<file path="config.mk">
export PLATFORM = sky130hd
export DESIGN_NAME = lpc_host
export DESIGN_NICKNAME = d
export VERILOG_FILES = /design/src/rtl/lpc_host_pkg.sv /design/src/rtl/lpc_host.sv
export SDC_FILE = /design/constraint.sdc
export NUM_CORES = 1
export LEC_CHECK = 0
export CORE_MARGIN = 10
export CORE_UTILIZATION = 53
export DETAILED_ROUTE_END_ITERATION = 8
export PLACE_DENSITY = 0.9
export SYNTH_ARGS = -nofsm -noshare
export SYNTH_HDL_FRONTEND = slang
export SYNTH_SLANG_ARGS = --single-unit
</file>
<file path="constraint.sdc">
create_clock -name clk_i -period 3.16 [get_ports clk_i]
set_clock_uncertainty 0.1 [all_clocks]
set_input_delay 0.632 -clock clk_i [delete_from_list [all_inputs] [get_ports clk_i]]
set_output_delay 0.632 -clock clk_i [all_outputs]
set_load 0.02 [all_outputs]
</file>
<file path="src/rtl/lpc_host_pkg.sv">
// Shared LPC host definitions: field codes, SYNC codes, FSM states, status codes.
package lpc_host_pkg;

    // START / CYCTYPE field codes
    localparam logic [3:0] START_TPM  = 4'b0101;
    localparam logic [3:0] CYC_READ   = 4'b0000;
    localparam logic [3:0] CYC_WRITE  = 4'b0010;

    // SYNC codes driven by the peripheral
    localparam logic [3:0] SYNC_READY = 4'b0000;
    localparam logic [3:0] SYNC_SHORT = 4'b0101;
    localparam logic [3:0] SYNC_LONG  = 4'b0110;
    localparam logic [3:0] SYNC_ERROR = 4'b1010;

    // Completion status
    localparam logic [1:0] ERR_OK      = 2'b00;
    localparam logic [1:0] ERR_SYNC    = 2'b01;
    localparam logic [1:0] ERR_TIMEOUT = 2'b10;

    typedef enum logic [3:0] {
        ST_IDLE      = 4'd0,
        ST_START     = 4'd1,
        ST_CYCTYPE   = 4'd2,
        ST_ADDR      = 4'd3,
        ST_WDATA     = 4'd4,
        ST_HTAR      = 4'd5,
        ST_SYNC      = 4'd6,
        ST_RDATA     = 4'd7,
        ST_PTAR      = 4'd8,
        ST_DONE      = 4'd9,
        ST_ABORT     = 4'd10,
        ST_ABORT_REC = 4'd11
    } lpc_state_t;

    // Address nibble idx counted from the top: idx 0 -> [15:12], idx 3 -> [3:0]
    function automatic logic [3:0] addr_nibble(input logic [15:0] addr, input logic [1:0] idx);
        logic [3:0] nib;
        case (idx)
            2'd0:    nib = addr[15:12];
            2'd1:    nib = addr[11:8];
            2'd2:    nib = addr[7:4];
            default: nib = addr[3:0];
        endcase
        return nib;
    endfunction

endpackage

</file>
<file path="src/rtl/lpc_host.sv">
// LPC host: serialises single-byte TPM read/write requests onto LAD/LFRAME#,
// follows the peripheral SYNC handshake and reports data/status.
module lpc_host
    import lpc_host_pkg::*;
#(
    parameter logic [3:0] START_FIELD    = START_TPM,
    parameter int         SHORT_WAIT_MAX = 8,
    parameter int         LONG_WAIT_MAX  = 1024
) (
    input  logic        clk_i,
    input  logic        rst_i,
    input  logic        req_valid_i,
    output logic        req_ready_o,
    input  logic        req_we_i,
    input  logic [15:0] req_addr_i,
    input  logic [7:0]  req_wdata_i,
    output logic        rsp_valid_o,
    output logic [7:0]  rsp_rdata_o,
    output logic [1:0]  rsp_err_o,
    output logic        lframe_o,
    output logic [3:0]  lad_o,
    output logic        lad_oe_o,
    input  logic [3:0]  lad_i
);

    localparam int WAIT_W = $clog2(LONG_WAIT_MAX + 1);

    lpc_state_t        state_reg, state_next;
    logic [1:0]        nib_reg, nib_next;
    logic [WAIT_W-1:0] wait_reg, wait_next;
    logic              long_reg, long_next;
    logic              we_reg, we_next;
    logic [15:0]       addr_reg, addr_next;
    logic [7:0]        wdata_reg, wdata_next;
    logic [7:0]        rdata_reg, rdata_next;
    logic              serr_reg, serr_next;
    logic [7:0]        rsp_rdata_reg, rsp_rdata_next;
    logic [1:0]        rsp_err_reg, rsp_err_next;
    logic [WAIT_W-1:0] wait_limit;

    assign rsp_rdata_o = rsp_rdata_reg;
    assign rsp_err_o   = rsp_err_reg;

    // State and datapath registers
    always_ff @(posedge clk_i) begin
        if (rst_i) begin
            state_reg     <= ST_IDLE;
            nib_reg       <= '0;
            wait_reg      <= '0;
            long_reg      <= 1'b0;
            we_reg        <= 1'b0;
            addr_reg      <= '0;
            wdata_reg     <= '0;
            rdata_reg     <= 8'hFF;
            serr_reg      <= 1'b0;
            rsp_rdata_reg <= '0;
            rsp_err_reg   <= ERR_OK;
        end else begin
            state_reg     <= state_next;
            nib_reg       <= nib_next;
            wait_reg      <= wait_next;
            long_reg      <= long_next;
            we_reg        <= we_next;
            addr_reg      <= addr_next;
            wdata_reg     <= wdata_next;
            rdata_reg     <= rdata_next;
            serr_reg      <= serr_next;
            rsp_rdata_reg <= rsp_rdata_next;
            rsp_err_reg   <= rsp_err_next;
        end
    end

    // Next-state logic and bus outputs; long mode is sticky once 0110 is seen
    always_comb begin
        state_next     = state_reg;
        nib_next       = nib_reg;
        wait_next      = wait_reg;
        long_next      = long_reg;
        we_next        = we_reg;
        addr_next      = addr_reg;
        wdata_next     = wdata_reg;
        rdata_next     = rdata_reg;
        serr_next      = serr_reg;
        rsp_rdata_next = rsp_rdata_reg;
        rsp_err_next   = rsp_err_reg;
        req_ready_o    = 1'b0;
        rsp_valid_o    = 1'b0;
        lframe_o       = 1'b1;
        lad_o          = 4'hF;
        lad_oe_o       = 1'b0;
        wait_limit     = (long_reg || lad_i == SYNC_LONG) ? WAIT_W'(LONG_WAIT_MAX)
                                                          : WAIT_W'(SHORT_WAIT_MAX);
        case (state_reg)
            ST_IDLE: begin
                req_ready_o = 1'b1;
                if (req_valid_i) begin
                    we_next    = req_we_i;
                    addr_next  = req_addr_i;
                    wdata_next = req_wdata_i;
                    rdata_next = 8'hFF;
                    serr_next  = 1'b0;
                    nib_next   = '0;
                    state_next = ST_START;
                end
            end
            ST_START: begin
                lframe_o   = 1'b0;
                lad_oe_o   = 1'b1;
                lad_o      = START_FIELD;
                state_next = ST_CYCTYPE;
            end
            ST_CYCTYPE: begin
                lad_oe_o   = 1'b1;
                lad_o      = we_reg ? CYC_WRITE : CYC_READ;
                nib_next   = '0;
                state_next = ST_ADDR;
            end
            ST_ADDR: begin
                lad_oe_o = 1'b1;
                lad_o    = addr_nibble(addr_reg, nib_reg);
                nib_next = nib_reg + 2'd1;
                if (nib_reg == 2'd3) begin
                    state_next = we_reg ? ST_WDATA : ST_HTAR;
                end
            end
            ST_WDATA: begin
                lad_oe_o = 1'b1;
                lad_o    = nib_reg[0] ? wdata_reg[7:4] : wdata_reg[3:0];
                nib_next = nib_reg + 2'd1;
                if (nib_reg[0]) begin
                    nib_next   = '0;
                    state_next = ST_HTAR;
                end
            end
            ST_HTAR: begin
                lad_oe_o = (nib_reg == 2'd0);
                nib_next = nib_reg + 2'd1;
                if (nib_reg[0]) begin
                    wait_next  = '0;
                    long_next  = 1'b0;
                    state_next = ST_SYNC;
                end
            end
            ST_SYNC: begin
                nib_next = '0;
                case (lad_i)
                    SYNC_READY: state_next = we_reg ? ST_PTAR : ST_RDATA;
                    SYNC_ERROR: begin
                        serr_next  = 1'b1;
                        state_next = we_reg ? ST_PTAR : ST_RDATA;
                    end
                    SYNC_SHORT, SYNC_LONG: begin
                        if (lad_i == SYNC_LONG) long_next = 1'b1;
                        if (wait_reg == wait_limit) state_next = ST_ABORT;
                        else                        wait_next  = wait_reg + 1'b1;
                    end
                    default: state_next = ST_ABORT;
                endcase
            end
            ST_RDATA: begin
                nib_next = nib_reg + 2'd1;
                if (nib_reg[0]) begin
                    rdata_next = {lad_i, rdata_reg[3:0]};
                    nib_next   = '0;
                    state_next = ST_PTAR;
                end else begin
                    rdata_next = {rdata_reg[7:4], lad_i};
                end
            end
            ST_PTAR: begin
                nib_next = nib_reg + 2'd1;
                if (nib_reg[0]) begin
                    rsp_rdata_next = rdata_reg;
                    rsp_err_next   = serr_reg ? ERR_SYNC : ERR_OK;
                    state_next     = ST_DONE;
                end
            end
            ST_DONE: begin
                rsp_valid_o = 1'b1;
                state_next  = ST_IDLE;
            end
            ST_ABORT: begin
                lframe_o = 1'b0;
                lad_oe_o = 1'b1;
                nib_next = nib_reg + 2'd1;
                if (nib_reg == 2'd3) state_next = ST_ABORT_REC;
            end
            ST_ABORT_REC: begin
                rsp_rdata_next = 8'hFF;
                rsp_err_next   = ERR_TIMEOUT;
                state_next     = ST_DONE;
            end
            default: state_next = ST_IDLE;
        endcase
    end

endmodule
</file>
# == Word-level counts from Yosys, hierarchy flattened ==
# Cells that the tools add are included.
# word_totals
output_inout_bits,18
reg_bits,62
in_bits,32
# classes
n_eq_ne,31
add_sub_neg,2
n_reduce_logical,25
n_mux,43
# op_table
operator,n
two-way mux 11 bit,4
case mux 4 bit (11 select lines),1
two-way mux 4 bit,10
case mux 8 bit (2 select lines),2
equality test 4 x 3 -> 1 bit (second input constant),6
two-way mux 8 bit,3
!= test 2 bit (second input constant),11
case mux 11 bit (2 select lines),1
equality test 4 bit (second input constant),5
case mux 4 bit (4 select lines),1
case mux 4 bit (3 select lines),1
adder 11 x 1 -> 11 bit (second input constant),1
equality test 11 bit,1
two-way mux 1 bit,10
OR reduction 2 bit,5
AND reduction 3 bit,3
equality test 4 x 2 -> 1 bit (second input constant),2
logical NOT 4 bit,2
two-way mux 2 bit,4
case mux 2 bit (4 select lines),1
case mux 4 bit (2 select lines),1
AND reduction 4 bit,2
AND reduction 8 bit,1
nonzero test 2 bit,4
14 further kinds,19

# == Depth between registers and ports, before layout ==
# depth
word_depth,7
mapped_depth,8
mapped_depth_nobuf,7

# == Worst setup path after synthesis ==
# Ideal clock, no wire load.
# synth_path
kind,register to output
startpoint,reg nib_reg[0]
endpoint,out lad_o[1]
required_ns,2.428
setup_slack_ns,0.481
n_path_buf,1
stages_incl_launch_ff,8
t_arrival_ns,1.947
cell_sequence,dfxtp_1 -> buf_2 -> inv_1 -> ha_1 -> a222oi_1 -> nor2_1 -> a21oi_1 -> o311ai_0
# synth_between
elab_chain_cells,3
# synth_lines
item,line,text
start: declaration,lpc_host.sv:29,"logic [1:0] nib_reg, nib_next;"
start signal: assignment,lpc_host.sv:60,nib_reg <= nib_next;
"equality test 2 bit, or another cell as far along",lpc_host_pkg.sv:38,case (idx)
case mux 4 bit (3 select lines),lpc_host_pkg.sv:38,
case mux 4 bit (4 select lines) *,lpc_host.sv:93,case (state_reg)
end: declaration,lpc_host.sv:21,"output logic [3:0] lad_o,"
# Mark *: on every way between the ends. The rest lies on a longest branch, timed or not.

# == Final worst setup path ==
# layout_path
startpoint,reg state_reg[0]
endpoint,out lad_oe_o
# layout_between
elab_chain_cells,3
# layout_lines
item,line,text
start: declaration,lpc_host.sv:28,"lpc_state_t state_reg, state_next;"
start signal: assignment,lpc_host.sv:59,state_reg <= state_next;
"equality test 4 bit, or another cell as far along",lpc_host.sv:93,
OR reduction 5 bit (no line),--,
case mux 1 bit (2 select lines) *,lpc_host.sv:93,
end: declaration,lpc_host.sv:22,"output logic lad_oe_o,"
# Marked as above.

==> metrics.yaml <==
finalMaxSlewViolations: 0
cts_tree: "yes"
wl_um: 8440
post-route-min-period_ns: 3.00
power_density_mw_per_mm2: 688
dp_cells: 515
die_y_um: 96.5
rsz0062_at_grt: "false"
clk_pin_slew_worst_paths_ns: 0.07
cts_max_path_buffers: 2
grt_pass1_wl_um: 14300
die-area_mm2: 0.00932
core_area_mm2: 0.00561
cts-root-buf: "clkbuf_8"
fmaxAchievable_mhz: 333
drive_above_1_share: 0.0850
cts_hold_buffers: 0
grt_antenna_before_repair: 0
final-hold-violation-count: 0
cp_slowest_stage_delay_ns: 0.60
dr.pass1.iters: 9
numClockSinks: 62
synth_nets: 446
irDropWorstVdd_v: 0.000818
critPathKind: "flop to primary output"
hp-class: "flop to flop"
wl_per_cell_um: 15.9
crit_slowest_cell: "dfxtp_1"
pwr-share-clk: 0.288
seq_area_frac_synth: 0.400
die_w_um: 96.5
gp_congestion: 0.917
drt-initial-drc-count: 321
net-switching-power_uw: 961
cap_violations: 0
path_max_fanout: 12
period_share: 0.950
postSynthCellCount: 407
cts_buffers: 9
synth-main-ff-cell: "dfxtp_1"
start_kind: "flop"
dp_hpwl_um: 5950
crit_arrival_ns: 2.27
dr_wl_met2_um: 4170
cp_cell_sequence: "clkinv_2 -> o21ai_0 -> o21a_1 -> o22ai_1 -> clkdlybuf4s50_1"
largest_reg_flops: 16
combPwrFrac: 0.356
met3_length_um: 692
synth_edf_count: 0
syn-cell-area_mm2: 0.00310
worst_pin_slew_ns: 0.848
leakage_nw: 1.41
htreeDepth: 3
fin_nets: 493
relSlewSlack: 0.434
cp-end-kind: "primary output"
m1WireLength_um: 3410
grt_pass1_vias: 3134
fin_cells: 531
diodes: 0
rows: 27
status: "completed"
drc: 0
yosysWarnings: 0
io_pins: 50
final.setup.tns_ns: 0
grt_max_degree: 48
switching_share: 0.359
overflow: 0
grt.total_usage: 0.189
avgSynthCellArea_um2: 7.62
async_flop_share: 0
finalSetupViolations: 0
avgViaCountPerCell: 5.88
num_vias: 3122
ff_latch_area_mm2: 0.00124
io_buffers: 49
routed.top_layer: "met4"
crit_required_ns: 2.43
multi_input_comb_area_mm2: 0.00172
fillers: 457
start_util: 0.553
route.antenna.remaining_nets: 0
p_int_mw: 1.71
yosys_register_bits: 62
area_delta_synth_final_pct: 25.4
p_seq_frac: 0.357
synth.distinct_cells: 47
clk_latency_ns: 0.34
-- synth_stat cells (all sizes together) (2+ instances only) --
library cell  instances  area, µm²
inv                   8       30.0
nor3                 16       80.1
a221oi                2       17.5
nand4                 8       50.1
nor4b                 3       26.3
nand3                11       55.1
a31oi                 3       18.8
and3                  5       31.3
dfxtp                62       1240
nor4                  3       18.8
o211a                 2       20.0
or2                   3       18.8
a2111oi               2       17.5
nor4bb                2       20.0
o22ai                 2       12.5
a21oi                44        220
o31ai                 3       22.5
nand2b                4       25.0
nor2                 40        150
xor2                  5       43.8
a22o                  2       17.5
o211ai                3       22.5
o21ai                17       85.1
nor2b                 7       43.8
buf                   7       35.0
nand2                79        297
and2                  2       12.5
ha                    7       87.6
nand3b                2       15.0
xnor2                 2       17.5
mux2i                10        100
a222oi                4       40.0
clkbuf               20       75.1
or4                   2       15.0
or3                   5       31.3
-- power groups by stage --
stage,clock network [mW],logic [mW],registers (mW)
CTS,0.774,0.943,0.948
detailed placement,0,0.953,0.963
finish,0.770,0.952,0.954
global route,0.815,1.05,0.962
floorplan,0,0.636,0.921
global placement,0,0.935,0.958
-- metrics by stage --
| stage | setup WS, ns | hold slack, ns | instance area [µm²] | util | total power, mW |
|---|---|---|---|---|---|
| 2_1_floorplan | 0.481 | 0.332 | 3100 | - | 1.56 |
| 3_3_place_gp | 0.226 | 0.342 | 3680 | 0.656 | 1.89 |
| 3_5_place_dp | 0.163 | 0.347 | 3680 | 0.656 | 1.92 |
| 4_1_cts | 0.0707 | 0.355 | 3890 | 0.694 | 2.67 |
| 5_1_grt | 0.0324 | 0.385 | 3890 | 0.694 | 2.82 |
| 6_report | 0.157 | 0.356 | 3890 | 0.694 | 2.68 |
-- timing repair --
item | CTS | global route
setup buffers | 0 | 0
resized for setup | 7 | 3
setup endpoints to repair | 4 | 2
pin swaps | 0 | 1
-- logic make-up (layout without fill, tap and decap cells) --
kind of cell / after synthesis / count (layout) / synth area share
multiplexers: 11 / 11 / 0.0359
AND/OR/NAND/NOR: 193 / 193 / 0.290
XOR/XNOR: 7 / 7 / 0.0198
buffers and inverters: 36 / 88 / 0.0464
AO/OA/AOI/OAI: 91 / 91 / 0.179
flip-flops: 62 / 62 / 0.400
adder cells (fa/ha/maj): 7 / 7 / 0.0282
-- layout by cell type (no fill, tap or decap), types with 4 or more instances in the layout --
cell type / instances
and3_1: 5
mux2i_1: 10
nand2_1: 79
buf_4: 14
nor2b_1: 6
o21ai_0: 17
xor2_1: 5
clkdlybuf4s50_1: 45
nand4_1: 8
inv_1: 8
nor3_1: 16
or3_1: 5
nor2_1: 40
clkbuf_8: 10
a21oi_1: 44
nand3_1: 11
nand2b_1: 4
dfxtp_1: 61
ha_1: 6
a222oi_1: 4
-- routing by layer --
| layer | up-vias | track usage |
|---|---|---|
| li1 | 1518 | - |
| met1 | 1450 | 0.209 |
| met2 | 132 | 0.325 |
| met3 | 22 | 0.0763 |
| met4 | 0 | 0.0605 |
| met5 | - | 0 |
-- final cells by class --
| type | instances | share of cell area |
|---|---|---|
| clock inverters | 4 | 0.0180 |
| repair buffers | 63 | 0.151 |
| inverters | 9 | 0.00900 |
| clock buffers | 12 | 0.0373 |
| multi-input cells | 309 | 0.443 |
| flip-flops and latches | 62 | 0.319 |
| well taps | 72 | 0.0231 |
-- final timing paths --
kind | startpoint | end | slack, ns | depth (start not counted)
worst max register to register | state_reg[1]$_SDFFE_PP0P_ | wait_reg[4]$_SDFFE_PP0P_ | 0.58 | 6
worst min register to register | addr_reg[12]$_SDFFE_PP0P_ | addr_reg[12]$_SDFFE_PP0P_ | 0.36 | 2
worst max-delay path | state_reg[0]$_SDFFE_PP0P_ | lad_oe_o | 0.16 | 5
worst min-delay path | addr_reg[12]$_SDFFE_PP0P_ | addr_reg[12]$_SDFFE_PP0P_ | 0.36 | 2
-- worst max-delay path: cells and delay by family (launching register included) --
| kind | cells | cell delay (ns) |
|---|---|---|
| AOI/OAI and AO/OA | 3 | 0.49 |
| DFF | 1 | 0.60 |
| buffers and inverters | 2 | 0.83 |
No activity file was read; power rests on OpenSTA's default activity.
